**src/rtl/pipe_ctrl_pkg.sv**
```systemverilog
// Shared definitions for the pipeline memory-stage control logic:
// control-bundle bit positions, bundle width, FSM encoding and small
// helpers for decoding the control bundle.
package pipe_ctrl_pkg;

    // Width of the control bundle carried down the pipeline
    localparam int CTRL_W = 12;

    // Bit positions inside the control bundle
    localparam int CTRL_MEM_WE = 0;
    localparam int CTRL_MEM_RE = 1;
    localparam int CTRL_REG_WE = 2;

    // Memory-stage controller states
    typedef enum logic {
        IDLE = 1'b0,
        BUSY = 1'b1
    } state_t;

    // True when the bundle asks for any data-memory access
    function automatic logic is_mem_op(input logic [CTRL_W-1:0] ctrl);
        return ctrl[CTRL_MEM_WE] | ctrl[CTRL_MEM_RE];
    endfunction

    // Stores win when both access bits are set
    function automatic logic is_store(input logic [CTRL_W-1:0] ctrl);
        return ctrl[CTRL_MEM_WE];
    endfunction

    // Bundle with the register write-back suppressed
    function automatic logic [CTRL_W-1:0] kill_reg_we(input logic [CTRL_W-1:0] ctrl);
        logic [CTRL_W-1:0] r;
        r = ctrl;
        r[CTRL_REG_WE] = 1'b0;
        return r;
    endfunction

endpackage

```
**src/rtl/mem_wait_timer.sv**
```systemverilog
// Wait-cycle counter for a memory access. Cleared when an access starts,
// counts every enabled cycle, and flags the cycle in which the count
// reaches MAX_WAIT. Usable on either the data or instruction memory side.
module mem_wait_timer #(
    parameter int MAX_WAIT = 16
) (
    input  logic clock,
    input  logic reset,
    input  logic clear,
    input  logic enable,
    output logic expired
);

    localparam int CNT_W = $clog2(MAX_WAIT + 1);

    logic [CNT_W-1:0] count;

    // Count enabled cycles, saturating at MAX_WAIT until the next clear
    always_ff @(posedge clock or negedge reset) begin
        if (!reset) begin
            count <= '0;
        end else if (clear) begin
            count <= '0;
        end else if (enable && (count != CNT_W'(MAX_WAIT))) begin
            count <= count + CNT_W'(1);
        end
    end

    // Fires in the enabled cycle whose increment brings the count to MAX_WAIT,
    // so exactly MAX_WAIT enabled cycles elapse before expiry takes effect
    assign expired = enable && !clear && (count == CNT_W'(MAX_WAIT - 1));

endmodule

```
**src/rtl/mem_stage_ctrl.sv**
```systemverilog
// Memory-stage controller. Takes the execute/memory latch outputs, runs
// loads and stores against a multi-cycle data memory, stalls the front of
// the pipeline while an access is outstanding, and presents registered,
// valid-tagged results to the memory/writeback latch.
//
// Memory handshake: dmem_req is registered and stays high, together with
// stable dmem_we/dmem_addr/dmem_wdata, until the memory answers. dmem_ack is
// a single-cycle pulse; the access completes in the cycle where dmem_req=1
// and dmem_ack=1, and dmem_rdata is only looked at in that cycle. An ack seen
// while no request is outstanding is ignored. If MAX_WAIT request cycles pass
// without ack the access is abandoned and reported through mem_err.
module mem_stage_ctrl
    import pipe_ctrl_pkg::*;
#(
    parameter int DATA_W   = 32,
    parameter int MAX_WAIT = 16
) (
    input  logic              clock,
    input  logic              reset,
    // execute/memory latch
    input  logic              in_valid,
    input  logic [DATA_W-1:0] in_PC_next,
    input  logic [DATA_W-1:0] in_ALU_result,
    input  logic [DATA_W-1:0] in_data_reg,
    input  logic [CTRL_W-1:0] in_ctrl_signals,
    input  logic [4:0]        in_rd,
    // data memory
    output logic              dmem_req,
    output logic              dmem_we,
    output logic [DATA_W-1:0] dmem_addr,
    output logic [DATA_W-1:0] dmem_wdata,
    input  logic              dmem_ack,
    input  logic [DATA_W-1:0] dmem_rdata,
    // pipeline control
    output logic              stall,
    // memory/writeback latch
    output logic              out_valid,
    output logic [DATA_W-1:0] out_PC_next,
    output logic [DATA_W-1:0] out_ALU_result,
    output logic [DATA_W-1:0] out_mem_data,
    output logic [CTRL_W-1:0] out_ctrl_signals,
    output logic [4:0]        out_rd,
    output logic              mem_err,
    // observability
    output state_t            dbg_state
);

    state_t            state;

    // Bundle held for the instruction whose access is in flight; the
    // address and store data live directly in dmem_addr / dmem_wdata
    logic [DATA_W-1:0] cap_pc;
    logic [CTRL_W-1:0] cap_ctrl;
    logic [4:0]        cap_rd;

    logic in_mem_op;
    logic busy;
    logic start;
    logic ack_done;
    logic timeout;
    logic done;

    assign in_mem_op = in_valid && is_mem_op(in_ctrl_signals);
    assign busy      = (state == BUSY);
    assign start     = !busy && in_mem_op;
    assign ack_done  = busy && dmem_ack;
    assign done      = ack_done || timeout;
    assign dbg_state = state;

    // Hold the XM latch while an access is being launched or is still
    // waiting; release it in the completing cycle so the next instruction
    // is presented in the first IDLE cycle. Forced low while in reset.
    assign stall = reset && (start || (busy && !done));

    mem_wait_timer #(
        .MAX_WAIT (MAX_WAIT)
    ) u_wait_timer (
        .clock   (clock),
        .reset   (reset),
        .clear   (start),
        .enable  (busy && !dmem_ack),
        .expired (timeout)
    );

    // IDLE/BUSY controller with registered memory request and result bundle
    always_ff @(posedge clock or negedge reset) begin
        if (!reset) begin
            state            <= IDLE;
            dmem_req         <= 1'b0;
            dmem_we          <= 1'b0;
            dmem_addr        <= '0;
            dmem_wdata       <= '0;
            cap_pc           <= '0;
            cap_ctrl         <= '0;
            cap_rd           <= '0;
            out_valid        <= 1'b0;
            out_PC_next      <= '0;
            out_ALU_result   <= '0;
            out_mem_data     <= '0;
            out_ctrl_signals <= '0;
            out_rd           <= '0;
            mem_err          <= 1'b0;
        end else begin
            case (state)
                IDLE: begin
                    if (start) begin
                        // Launch the access; a bubble goes downstream meanwhile
                        state      <= BUSY;
                        dmem_req   <= 1'b1;
                        dmem_we    <= is_store(in_ctrl_signals);
                        dmem_addr  <= in_ALU_result;
                        dmem_wdata <= in_data_reg;
                        cap_pc     <= in_PC_next;
                        cap_ctrl   <= in_ctrl_signals;
                        cap_rd     <= in_rd;
                        out_valid  <= 1'b0;
                    end else if (in_valid) begin
                        // Non-memory instruction passes straight through
                        out_valid        <= 1'b1;
                        out_PC_next      <= in_PC_next;
                        out_ALU_result   <= in_ALU_result;
                        out_mem_data     <= '0;
                        out_ctrl_signals <= in_ctrl_signals;
                        out_rd           <= in_rd;
                    end else begin
                        out_valid <= 1'b0;
                    end
                end

                BUSY: begin
                    if (done) begin
                        state          <= IDLE;
                        dmem_req       <= 1'b0;
                        out_valid      <= 1'b1;
                        out_PC_next    <= cap_pc;
                        out_ALU_result <= dmem_addr;
                        out_rd         <= cap_rd;
                        if (ack_done) begin
                            // Normal completion; ack wins over a same-cycle limit
                            out_mem_data     <= dmem_we ? '0 : dmem_rdata;
                            out_ctrl_signals <= cap_ctrl;
                        end else begin
                            // Abandoned access: no data, no register write-back
                            out_mem_data     <= '0;
                            out_ctrl_signals <= kill_reg_we(cap_ctrl);
                            mem_err          <= 1'b1;
                        end
                    end else begin
                        out_valid <= 1'b0;
                    end
                end

                default: begin
                    state    <= IDLE;
                    dmem_req <= 1'b0;
                end
            endcase
        end
    end

endmodule
```
**config.mk**
```make
export PLATFORM = sky130hd
export DESIGN_NAME = mem_stage_ctrl
export DESIGN_NICKNAME = d
export VERILOG_FILES = /design/src/rtl/pipe_ctrl_pkg.sv /design/src/rtl/mem_wait_timer.sv /design/src/rtl/mem_stage_ctrl.sv
export SDC_FILE = /design/constraint.sdc
export NUM_CORES = 1
export LEC_CHECK = 0
export BUFFER_PORTS_ARGS = -buffer_cell sky130_fd_sc_hd__buf_4
export CORE_MARGIN = 2
export CORE_UTILIZATION = 35
export CTS_BUF_LIST = sky130_fd_sc_hd__clkbuf_8
export CTS_CLUSTER_DIAMETER = 100
export DETAILED_ROUTE_END_ITERATION = 8
export GPL_TIMING_DRIVEN = 1
export HOLD_SLACK_MARGIN = 0.12
export PLACE_DENSITY = 0.7
export RECOVER_POWER = 25
export SYNTH_ARGS = -nofsm -noshare
export SYNTH_HDL_FRONTEND = slang
export SYNTH_HIERARCHICAL = 1
export SYNTH_SLANG_ARGS = --single-unit
```
**constraint.sdc**
```tcl
create_clock -name clock -period 2.9 [get_ports clock]
set_input_delay 0.145 -clock clock [delete_from_list [all_inputs] [get_ports clock]]
set_output_delay 0.145 -clock clock [all_outputs]
set_load 0.01 [all_outputs]
```
==> flow_summary.json <==
{
  "vias": 7113,
  "dieArea_um2": 29070,
  "dieWidth_um": 170.5,
  "start_kind": "flop",
  "max_slew.worst_pin.slew_ns": 1.143,
  "maxSlewHeadroom_pct": 23.79,
  "cts_resized": 0,
  "worstSetupPathType": "reg -> reg",
  "drt_iter0_markers": 186,
  "drc_errors": 0,
  "synth-seq-area-share_pct": 60.61,
  "netlist_area_um2": 9703,
  "row_count": 60,
  "ys_types": 36,
  "finalHoldViolCount": 0,
  "path_clk_slew_ns": 0.06,
  "via_per_inst": 4.686,
  "port_buffers": 331,
  "layout_common_cells": "buf_4 (313), dfrtp_1 (234), mux2_1 (192), dlygate4sd3_1 (149), mux2_2 (76)",
  "io_pins": 332,
  "yosysWarnings": 6,
  "synthCells": 622,
  "leakage_nw": 6.826,
  "cts_inserted_buffers": 41,
  "final_cell_area_um2": 14740,
  "cpMostUsedCell": "ha_1",
  "cellPowerDensity_nw_per_um2": 743.0,
  "setup_tns_ns": 0,
  "dpl.hpwl_mm": 15.50,
  "grt_pass1_wl_mm": 40.59,
  "fill_cells": 2251,
  "timing.rr.start": "u_wait_timer/count[0]$_DFFE_PN0P_",
  "crit_arrival_ns": 2.93,
  "min_period_ns": 2.539,
  "end_kind": "flop",
  "layout_commonest_cell": "buf_4",
  "ctsLongestPathBuffers": 3,
  "clock_skew_ns": 0.01316,
  "min_path_type": "in -> async",
  "synth_seq_cells": 235,
  "finalSetupViolCount": 0,
  "routed_wl_mm": 25.39,
  "rr_endpoint": "out_rd[1]$_DFFE_PN0P_",
  "area_growth_pct": 51.88,
  "crit_chain": "ha_1 > and3_1 > ha_1 > nand2_1 > nor2_1 > o21ai_1 > a21boi_4 > clkinv_2 > buf_4 > mux2_1",
  "h-tree-depth": 2,
  "drtAntennaViolNets": 0,
  "rsz0062_at_grt": "false",
  "r2r_slack_ns": 0.36,
  "antenna_found_initial": 0,
  "syn_area_per_cell_um2": 15.60,
  "cpPeakStageDelay_ns": 0.44,
  "cts_tree": "built",
  "synth_top_area_share_pct": 60.61,
  "syn_nets": 774,
  "post-cts-setup-buffers": 0,
  "cp_slowest_cell": "buf_4",
  "start_util_pct": 35.80,
  "cts_sinks": 235,
  "track_usage_pct": 17.37,
  "crit_buf_inv": 2,
  "critPathTopFamily": "buffers and inverters",
  "reg2regPathDepth": 10,
  "worstPathRequired_ns": 3.29,
  "antenna_cells": 0,
  "place.gp.congestion": 0.7104,
  "outcome": "complete, no violations",
  "synth_ff_type": "dfrtp_1",
  "async_flop_share_pct": 100.0,
  "cap_violations": 0,
  "peakVddDrop_uv": 402.5,
  "cts_root_buf": "clkbuf_8",
  "final_nets": 1271,
  "drive_gt1_share_pct": 39.44,
  "ys_top_cells_by_area": "dfrtp_1 (61%), mux2_1 (22%), mux2_2 (8.8%)",
  "core-area_um2": 27100,
  "dr.pass1.iters": 4,
  "cp_max_fo": 38,
  "die_h_um": 170.5,
  "synth-edff-count": 0,
  "grt_max_degree": 122,
  "insertion_delay_ns": 0.51,
  "gr-total-overflow": 0,
  "grt_pass1_vias": 7776,
  "wire_per_inst_um": 16.73,
  "fmax_mhz": 393.9,
  "post-route-period-util_pct": 87.55,
  "drv_slew": 0,
  "yosysTopAreaCell": "dfrtp_1",
  "place_area_um2": 12610
}
## sequential cells by signal, indices dropped and copies added, names as in the netlist
name and count:
out_mem_data 32, mem_err 1, dbg_state 1, out_rd 5, dmem_wdata 32, u_wait_timer/count 5, cap_pc 32, cap_ctrl 12
out_valid 1, dmem_req 1, out_ALU_result 32, dmem_addr 32, cap_rd 5, out_ctrl_signals 12, out_PC_next 32
## synth_stat cells (all sizes together) (2+ instances only)
master    n
a32o      2
mux2    269
nor2b     3
buf      28
ha        3
nor2      7
dfrtp   235
or2       2
clkbuf    8
a21o      2
nand2     6
inv       6
nand2b    3
o21ai     2
a22o     34
## repair_timing
item / in CTS / in global routing
hold endpoints to repair: 306 / 0
hold buffers: 149 / 0
setup endpoints to repair: 0 / 0
## where the power goes
group / leakage, nW / switching, mW / internal, mW
combinational: 3.56 / 1.50 / 1.94
sequential: 2.82 / 0.532 / 4.24
clock: 0.451 / 1.30 / 1.44
total: 6.83 / 3.33 / 7.62
## metrics by stage
step                hold slack, ns  utilization, %  std cells  total power [mW]  worst slack [ns]
floorplan                  -0.1506               -        622             6.289            0.4999
global placement            0.1825           46.55       1299             8.092            0.4599
detailed placement          0.1816           46.55       1299             8.182            0.3964
CTS                         0.1895           54.74       1518             11.14            0.3088
global route                0.2316           54.38       1518             11.60            0.1826
finish                      0.2292           54.38       1518             10.95            0.3611
## how the worst max path moves through the flow
| stage | start | end | slack, ns | cells after the start |
|---|---|---|---|---|
| floorplan | dbg_state$_DFF_PN0_ | out_ALU_result[0]$_DFFE_PN0P_ | 0.50 | 10 |
| global placement | u_wait_timer/count[0]$_DFFE_PN0P_ | out_ALU_result[18]$_DFFE_PN0P_ | 0.46 | 10 |
| detailed placement | u_wait_timer/count[1]$_DFFE_PN0P_ | out_ALU_result[2]$_DFFE_PN0P_ | 0.40 | 10 |
| CTS | dbg_state$_DFF_PN0_ | stall | 0.31 | 5 |
| global route | u_wait_timer/count[0]$_DFFE_PN0P_ | out_ALU_result[1]$_DFFE_PN0P_ | 0.18 | 10 |
| finish | u_wait_timer/count[0]$_DFFE_PN0P_ | out_rd[1]$_DFFE_PN0P_ | 0.36 | 10 |
## layer usage
metal  vias to the layer above  share of wire (%)  global-route usage, %
met5                         -                  0                      0
met4                         0                2.7                  5.463
met3                        56                8.1                  5.413
met2                       253                 49                  30.73
met1                      3553                 40                  20.04
li1                       3251                  -                      -
## layout make-up
class	count	area, um^2	area share [%]
Clock buffer	46	633.1	4.296
Clock inverter	24	96.34	0.6538
Inverter	6	23.77	0.1613
Multi-Input combinational cell	345	3623	24.59
Sequential cell	235	5884	39.93
Tap cell	372	465.4	3.158
Timing Repair Buffer	490	4010	27.21
## cells by family after synthesis
group / count (synthesis) / share of synthesized area [%]
compound gates: 46 / 4.113
xor+xnor: 1 / 0.09028
fa+ha+maj: 3 / 0.3869
buf+inv: 42 / 2.102
flops: 235 / 60.61
mux: 270 / 31.36
simple gates: 25 / 1.341
(Power assumes the default switching activity.)
